$ cat src/rtl/proc_core_param.sv
// proc_core_param: parametrised multi-cycle processor core.
// Holds the instruction register, a 2-bit timestep sequencer, an NREG x W
// register file, the A/G ALU registers and the internal bus. Operands are
// supplied through EXEC/D. BUSY and DONE report progress, and a combinational
// peek port reads the register file.
// Optional build macro FLAGS_EN adds {N,C,Z} flags that update whenever G loads.
module proc_core_param #(
    parameter int W    = 10,
    parameter int NREG = 4
) (
    input  logic                    CLK,
    input  logic                    CLRn,
    input  logic                    EXEC,
    input  logic [W-1:0]            D,
    input  logic [$clog2(NREG)-1:0] PEEK_ADDR,
    output logic [W-1:0]            PEEK_DATA,
    output logic [W-1:0]            BUS,
    output logic [1:0]              T,
    output logic                    BUSY,
    output logic                    DONE,
    output logic [2:0]              FLAGS
);
    localparam int AW = $clog2(NREG);
    // Only the decoded fields of IR are kept; the ignored LSBs are never stored.
    localparam int IW = 4 + 2 * AW;

    generate
        if (NREG < 2 || (1 << AW) != NREG) begin : g_bad_nreg
            $error("NREG must be a power of 2 and at least 2");
        end
        if (W < IW) begin : g_bad_w
            $error("W must be at least 4 + 2*clog2(NREG)");
        end
    endgenerate

    typedef enum logic [1:0] {T0 = 2'd0, T1 = 2'd1, T2 = 2'd2, T3 = 2'd3} tstep_e;

    localparam logic [3:0] OP_LOAD = 4'd0;
    localparam logic [3:0] OP_MOV  = 4'd1;
    localparam logic [3:0] OP_ADD  = 4'd2;
    localparam logic [3:0] OP_SUB  = 4'd3;
    localparam logic [3:0] OP_INV  = 4'd4;
    localparam logic [3:0] OP_FLP  = 4'd5;
    localparam logic [3:0] OP_ADDI = 4'd6;
    localparam logic [3:0] OP_SUBI = 4'd7;

    tstep_e         t_q, t_d;
    logic [IW-1:0]  ir_q, ir_d;
    logic [W-1:0]   a_q, a_d;
    logic [W-1:0]   g_q, g_d;
    logic [W-1:0]   regs_q [NREG];
    logic [W-1:0]   regs_d [NREG];
    logic           done_q, done_d;
    logic [W-1:0]   bus;
    logic [3:0]     op;
    logic [AW-1:0]  rx, ry;
    logic [W-1:0]   alu_b;

    assign op = ir_q[IW-1 -: 4];
    assign rx = ir_q[IW-5 -: AW];
    assign ry = ir_q[AW-1:0];
    // Immediate forms (op[2]=1) take their second operand from D.
    assign alu_b = op[2] ? D : regs_q[ry];

    function automatic logic [W-1:0] bit_rev(input logic [W-1:0] v);
        logic [W-1:0] r;
        for (int i = 0; i < W; i++) begin
            r[i] = v[W-1-i];
        end
        return r;
    endfunction

    function automatic logic [W-1:0] add_sub(input logic [W-1:0] x, input logic [W-1:0] y,
                                             input logic sub);
        return sub ? (x - y) : (x + y);
    endfunction

    // Sequencer: next timestep, register/ALU updates and bus source per step.
    always_comb begin
        t_d    = t_q;
        ir_d   = ir_q;
        a_d    = a_q;
        g_d    = g_q;
        regs_d = regs_q;
        done_d = 1'b0;
        bus    = '0;
        case (t_q)
            T0: begin
                if (EXEC) begin
                    ir_d = D[W-1 -: IW];
                    t_d  = T1;
                end
            end
            T1: begin
                case (op)
                    OP_LOAD: begin
                        bus = D;
                        if (EXEC) begin
                            regs_d[rx] = D;
                            t_d        = T0;
                            done_d     = 1'b1;
                        end
                    end
                    OP_MOV: begin
                        bus        = regs_q[ry];
                        regs_d[rx] = regs_q[ry];
                        t_d        = T0;
                        done_d     = 1'b1;
                    end
                    OP_ADD, OP_SUB, OP_ADDI, OP_SUBI: begin
                        bus = regs_q[rx];
                        a_d = regs_q[rx];
                        t_d = T2;
                    end
                    OP_INV: begin
                        bus = regs_q[ry];
                        g_d = ~regs_q[ry];
                        t_d = T2;
                    end
                    OP_FLP: begin
                        bus = regs_q[ry];
                        g_d = bit_rev(regs_q[ry]);
                        t_d = T2;
                    end
                    default: begin
                        t_d    = T0;
                        done_d = 1'b1;
                    end
                endcase
            end
            T2: begin
                case (op)
                    OP_ADD, OP_SUB: begin
                        bus = regs_q[ry];
                        g_d = add_sub(a_q, alu_b, op[0]);
                        t_d = T3;
                    end
                    OP_ADDI, OP_SUBI: begin
                        bus = D;
                        if (EXEC) begin
                            g_d = add_sub(a_q, alu_b, op[0]);
                            t_d = T3;
                        end
                    end
                    OP_INV, OP_FLP: begin
                        bus        = g_q;
                        regs_d[rx] = g_q;
                        t_d        = T0;
                        done_d     = 1'b1;
                    end
                    default: t_d = T0;
                endcase
            end
            T3: begin
                bus        = g_q;
                regs_d[rx] = g_q;
                t_d        = T0;
                done_d     = 1'b1;
            end
            default: t_d = T0;
        endcase
    end

    // State registers; reset clears everything and aborts any instruction.
    always_ff @(posedge CLK) begin
        if (!CLRn) begin
            t_q    <= T0;
            ir_q   <= '0;
            a_q    <= '0;
            g_q    <= '0;
            done_q <= 1'b0;
            for (int i = 0; i < NREG; i++) begin
                regs_q[i] <= '0;
            end
        end else begin
            t_q    <= t_d;
            ir_q   <= ir_d;
            a_q    <= a_d;
            g_q    <= g_d;
            done_q <= done_d;
            regs_q <= regs_d;
        end
    end

`ifdef FLAGS_EN
    logic [2:0] flags_q, flags_d;
    logic       carry;

    // Flags follow every G load; C is carry-out for add, not-borrow for subtract.
    always_comb begin
        flags_d = flags_q;
        carry   = 1'b0;
        if (t_q == T1 && (op == OP_INV || op == OP_FLP)) begin
            flags_d = {g_d[W-1], 1'b0, g_d == '0};
        end else if (t_q == T2 && (op == OP_ADD || op == OP_SUB ||
                                   ((op == OP_ADDI || op == OP_SUBI) && EXEC))) begin
            carry   = op[0] ? (a_q >= alu_b) : (g_d < a_q);
            flags_d = {g_d[W-1], carry, g_d == '0};
        end
    end

    // Flag register.
    always_ff @(posedge CLK) begin
        if (!CLRn) begin
            flags_q <= '0;
        end else begin
            flags_q <= flags_d;
        end
    end

    assign FLAGS = flags_q;
`else
    assign FLAGS = '0;
`endif

    assign PEEK_DATA = regs_q[PEEK_ADDR];
    assign BUS       = bus;
    assign T         = t_q;
    assign BUSY      = (t_q != T0);
    assign DONE      = done_q;

endmodule

$ cat config.mk
export PLATFORM = sky130hd
export DESIGN_NAME = proc_core_param
export DESIGN_NICKNAME = d
export VERILOG_FILES = /design/src/rtl/proc_core_param.sv
export SDC_FILE = /design/constraint.sdc
export NUM_CORES = 1
export LEC_CHECK = 0
export CELL_PAD_IN_SITES_DETAIL_PLACEMENT = 1
export CELL_PAD_IN_SITES_GLOBAL_PLACEMENT = 1
export CORE_MARGIN = 3
export CORE_UTILIZATION = 45
export CTS_CLUSTER_SIZE = 30
export DETAILED_ROUTE_END_ITERATION = 7
export HOLD_SLACK_MARGIN = 0.1
export PLACE_DENSITY_LB_ADDON = 0.12
export SETUP_SLACK_MARGIN = 0.02
export SYNTH_ARGS = -nofsm -noshare
export SYNTH_HDL_FRONTEND = slang
export SYNTH_SLANG_ARGS = --single-unit
$ cat constraint.sdc
create_clock -name CLK -period 5.14 [get_ports CLK]
set_input_delay 1.028 -clock CLK [delete_from_list [all_inputs] [get_ports CLK]]
set_output_delay 1.028 -clock CLK [all_outputs]
set_load 0.005 [all_outputs]
==> results of run 1 <==
## how the worst max path moves through the flow
stage | start | end | slack [ps] | cells after the start
2_1_floorplan | ir_q[0]$_SDFFE_PN0P_ | g_q[7]$_SDFFE_PN0P_ | 1390 | 16
3_5_place_dp | D[0] | g_q[7]$_SDFFE_PN0P_ | 630 | 17
5_1_grt | ir_q[0]$_SDFFE_PN0P_ | g_q[7]$_SDFFE_PN0P_ | 610 | 14
3_3_place_gp | D[0] | g_q[9]$_SDFFE_PN0P_ | 760 | 17
6_report | ir_q[0]$_SDFFE_PN0P_ | g_q[7]$_SDFFE_PN0P_ | 910 | 14
4_1_cts | ir_q[0]$_SDFFE_PN0P_ | g_q[7]$_SDFFE_PN0P_ | 910 | 14
## stage by stage
step           instance area [µm²]  instances
2_1_floorplan                 5090        574
3_3_place_gp                  5560        720
3_5_place_dp                  5560        720
4_1_cts                       5880        736
5_1_grt                       5880        736
6_report                      5880        736
## report_power, final
part	internal, mW	total [mW]	switching, mW
registers	0.564	0.593	0.0286
logic	0.174	0.393	0.219
clock network	0.426	0.684	0.258
total	1.16	1.67	0.506
## layer usage
metal / share of wire (%) / GRT usage [%] / vias to the layer above
met2: 48 / 42.9 / 129
met3: 5.5 / 4.80 / 25
li1: - / - / 2116
met1: 45 / 35.7 / 2230
met4: 2.3 / 10.5 / 0
met5: 0 / 0 / -
## final cells by class
cell class / instances / area (µm²) / share of cell area [%]
flip-flops and latches: 71 / 1420 / 24.2
inverters: 8 / 30.0 / 0.511
well taps: 140 / 175 / 2.98
multi-input cells: 451 / 3470 / 59.1
clock buffers: 11 / 233 / 3.96
clock inverters: 5 / 82.6 / 1.40
repair buffers: 50 / 465 / 7.92
## cell usage in the layout (no fill, tap or decap), types with 12 or more instances in the layout
cell / instances
mux4_2: 22
clkdlybuf4s50_1: 37
a21oi_1: 37
o21ai_0: 33
dfxtp_1: 71
buf_4: 12
nand2_1: 57
nor2_1: 29
nor2b_1: 59
mux2i_1: 82
a21boi_0: 12
## cell families (layout without fill, tap and decap cells)
logic type / after synthesis / count (layout) / share of synthesized area, %
AOI/OAI and AO/OA: 139 / 139 / 17.8
xor gates and xnor gates: 13 / 13 / 2.24
adders and majority gates: 11 / 11 / 2.85
buffers and inverters: 52 / 74 / 4.35
DFF: 71 / 71 / 27.9
muxes: 109 / 109 / 27.4
other: 1 / 3 / 0.0737
and+or+nand+nor: 176 / 176 / 17.4
## flip-flops by register name, summed over array words and instances (netlist names)
| name | cells |
|---|---|
| DONE | 1 |
| g_q | 10 |
| ir_q | 8 |
| a_q | 10 |
| T | 2 |
| regs_q | 40 |
## worst max-delay path, cell delays in order, from the launching register on
cell and delay, ps:
dfxtp_1 810, mux2i_1 590, mux2i_1 280, ha_1 340, nor2_1 40, a21oi_1 220
inv_1 70, ha_1 260, nor2b_1 150, o31a_1 270, or4_1 400, a31oi_1 260
xor2_1 200, o211ai_1 110, o211a_1 140
==> reports/metrics.csv, run 1 <==
metric,value,unit
synth_edf_count,0,
p_per_area,284,nW/µm²
cp-start-kind,flip-flop,
setup-violations-final,0,
hold_slack,471,ps
yosysMostFrequentCell,mux2i_1,
maxSlewViolCount,0,
grtUsageTotal,26.7,%
ctsHoldBuffers,0,
hold_class,flip-flop to flip-flop,
grt_pass1_vias,4627,
netlist_instances,572,
drc,0,
async_flop_share,0,%
fin_ws,906,ps
clock_latency,350,ps
core_area,10900,µm²
r2r_cells,14,
fp.dieW,112,µm
vias,4500,
cts.htree.levels,3,
grt_pass1_wl,26.3,mm
hold_depth,2,
post_cts_buffers,0,
drt_iter0_drc,226,
ys_warn_count,0,
critPathArrivalTime,4480,ps
final_util,53.8,%
cts_buffer_depth,2,
syn_area_per_cell,8.89,µm²
cellLeakagePower,2.01,nW
period_share,82.4,%
drt-vias-per-instance,6.11,
synth_top_cell_by_area,dfxtp_1,
final.setup_skew,7.44,ps
worstSetupPathType,flip-flop to flip-flop,
hp-start,a_q[0]$_SDFFE_PN0P_,
rows,38,
synth.cell_area,5090,µm²
max_freq,236,MHz
firstDrtPassIters,5,
pre_cts_ws,627,ps
hold_end,a_q[0]$_SDFFE_PN0P_,
die_y,112,µm
antenna_found_initial,0,
routed_wl,16.5,mm
antennaDiodeCount,0,
yosysSeqAreaShare,27.9,%
tightest_slew,1250,ps
initial_core_util,46.5,%
r2r-start,ir_q[0]$_SDFFE_PN0P_,
root_buffer,clkbuf_16,
drv_cap,0,
r2r_setup_slack,910,ps
place_hpwl,11.9,mm
ant_nets,0,
grt_max_degree,57,
final_hold_viol_count,0,
netlist.area_leader.share,27.9,%
cts_made_buffers,9,
relSlewSlack,16.3,%
fin_nets,617,
overflow,0,
port_buffers,38,
post_cts_resize_count,0,
power,1.67,mW
crit_path_end_kind,flip-flop,
ys.flop_type,dfxtp_1,
outcome,completed,
io_pins,42,
clk_pin_slew,60,ps
required,5380,ps
ys_seq_elements,71,
path_max_fanout,17,
rsz0062_at_grt,false,
synth_common_cells,"mux2i_1, dfxtp_1, nor2b_1",
yosys-top-cells-area,"dfxtp_1, mux2i_1, mux4_2",
fillers,1254,
peakVddDrop,0.202,mV
synth.distinct_cells,54,
finalSetupTns,0,ps
finalWeightedCongestion,0.889,
r2r-end,g_q[7]$_SDFFE_PN0P_,
areaGrowthSynthToFinish,15.6,%
wire_per_inst,22.4,µm
clock-sinks,71,
drive_gt1_share,10.2,%
die_area,12600,µm²
fin_crit,4230,ps
cts_tree,yes,
Note: power is estimated with default switching activity, not from simulation.
==> run 2: changes to the inputs <==
==> constraint.sdc (replaced) <==
create_clock -name CLK -period 4.23 [get_ports CLK]
set_input_delay 0.846 -clock CLK [delete_from_list [all_inputs] [get_ports CLK]]
set_output_delay 0.846 -clock CLK [all_outputs]
set_load 0.005 [all_outputs]
==> reports/metrics.csv, run 2 (synthesized netlist as in run 1, its figures left out) <==
metric,value,unit,change
outcome,completed,,
r2r_cells,15,,+1
postPlaceCellArea,5630,µm²,+1.2%
antenna_found_initial,0,,unchanged
cellLeakagePower,2.07,nW,+3.1%
ctsHoldBuffers,0,,unchanged
final_hold_viol_count,0,,unchanged
max_freq,256,MHz,
io_pins,42,,unchanged
maxSlewViolCount,0,,unchanged
largest_reg_flops,40,,unchanged
grt_max_degree,45,,-21%
firstDrtPassIters,4,,-1
use_met1,37.8,%,+2.1 points
grtUsageTotal,27.9,%,+1.3 points
drc,0,,unchanged
p_comb_share,22.8,%,-0.7 points
rsz0062_at_grt,false,,
hold_depth,2,,unchanged
power.switching,633,µW,+25%
grt_pass1_wl,27.7,mm,+5.1%
overflow,0,,unchanged
wire_per_inst,22.8,µm,+1.8%
routed_wl,17.0,mm,+3.0%
drv_cap,0,,unchanged
fin_crit,3910,ps,
port_buffers,38,,unchanged
setup-violations-final,0,,unchanged
clock_latency,350,ps,about the same
post_cts_resize_count,0,,unchanged
final_area,5990,µm²,+1.8%
period_share,92.5,%,
tightest_slew,848,ps,-400 ps
largest_register,regs_q,,
critPathArrivalTime,3070,ps,-1410 ps
clk_pin_slew,60,ps,about the same
clock-sinks,71,,unchanged
core_area,10900,µm²,unchanged
die_area,12600,µm²,unchanged
cts_buffer_depth,2,,unchanged
path_max_fanout,8,,-9
post_cts_buffers,0,,unchanged
globalRouteMet3Util,3.83,%,-0.97 points
worstSetupPathType,flip-flop to primary output,,
antennaDiodeCount,0,,unchanged
grt_pass1_vias,4832,,+4.4%
p_int,1.50,mW,+29%
die_y,112,µm,unchanged
p_per_area,356,nW/µm²,+25%
areaGrowthSynthToFinish,17.7,%,
reg_top3,"regs_q (40), a_q (10), g_q (10)",,
final_cell_mix,"mux2i_1, dfxtp_1, nor2b_1",,
fin_nets,626,,+1.5%
cts_tree,yes,,
drt_iter0_drc,240,,+6.2%
relSlewSlack,43.3,%,+27 points
drive_gt1_share,11.9,%,+1.7 points
peakVddDrop,0.256,mV,+26%
final.setup_skew,4.84,ps,-2.59 ps
layout_commonest_cell,mux2i_1,,
rows,38,,unchanged
cp-start-kind,flip-flop,,
place_hpwl,12.2,mm,+2.3%
root_buffer,clkbuf_16,,
cts_made_buffers,9,,unchanged
dpl.cell_count,729,,+1.3%
pwr-share-seq,33.8,%,-1.7 points
vias,4586,,+1.9%
final_cells,745,,+1.2%
clockPowerShare,43.5,%,+2.5 points
initial_core_util,46.5,%,unchanged
hold_class,flip-flop to flip-flop,,
fillers,1264,,+0.80%
finalWeightedCongestion,0.908,,+2.1%
swShare,29.7,%,-0.59 points
busiest_layer,met2,,
required,3380,ps,-2000 ps
final_util,54.7,%,+0.97 points
cts.htree.levels,3,,unchanged
drt-vias-per-instance,6.16,,+0.68%
finalSetupTns,0,ps,unchanged
ant_nets,0,,unchanged
crit_path_end_kind,primary output,,
fp.dieW,112,µm,unchanged
met2_usage,45.8,%,+2.9 points
[run 2: per-stage QoR]
| stage | worst slack [ps] | hold WS, ps | total power [mW] |
|---|---|---|---|
| floorplan | 482 | 443 | 1.06 |
| global route | 21.5 | 499 | 2.22 |
| finish | 317 | 472 | 2.13 |
| detailed placement | -28.1 | 470 | 1.21 |
| CTS | 297 | 472 | 2.14 |
| global placement | 75.2 | 458 | 1.20 |
[run 2: power by group through the flow]
| stage | Clock (mW) | Sequential, mW | Combinational, mW |
|---|---|---|---|
| 2_1_floorplan | 0 | 0.709 | 0.350 |
| 3_3_place_gp | 0 | 0.733 | 0.466 |
| 3_5_place_dp | 0 | 0.734 | 0.477 |
| 4_1_cts | 0.935 | 0.719 | 0.482 |
| 5_1_grt | 0.960 | 0.724 | 0.534 |
| 6_report | 0.927 | 0.720 | 0.486 |
[run 2: path summary, 6_finish.rpt]
| check | to | start | slack (ps) |
|---|---|---|---|
| worst max-delay path | BUS[8] | ir_q[1]$_SDFFE_PN0P_ | 320 |
| worst min-delay path | a_q[0]$_SDFFE_PN0P_ | a_q[0]$_SDFFE_PN0P_ | 470 |
| worst max register to register | g_q[7]$_SDFFE_PN0P_ | ir_q[1]$_SDFFE_PN0P_ | 350 |
| worst min register to register | a_q[0]$_SDFFE_PN0P_ | a_q[0]$_SDFFE_PN0P_ | 470 |
[run 2: critical path, cell delays in order (launching register included)]
cell and delay, ps:
dfxtp_1 570, buf_4 270, mux4_1 730, mux2_2 370, a22oi_1 160, o21ai_0 140, clkdlybuf4s50_1 480
[run 2: final cells by class]
| class | instances | area [µm²] | area share, % |
|---|---|---|---|
| flip-flops and latches | 71 | 1420 | 23.7 |
| clock buffers | 10 | 239 | 3.99 |
| multi-input cells | 451 | 3470 | 58.0 |
| clock inverters | 6 | 115 | 1.92 |
| inverters | 8 | 30.0 | 0.502 |
| repair buffers | 59 | 533 | 8.90 |
| well taps | 140 | 175 | 2.93 |
[run 2: routing by layer]
| metal | vias to the layer above | routed length, µm |
|---|---|---|
| met2 | 114 | 8040 |
| met4 | 0 | 388 |
| met3 | 32 | 746 |
| met1 | 2303 | 7800 |
| li1 | 2137 | - |
| met5 | - | 0 |
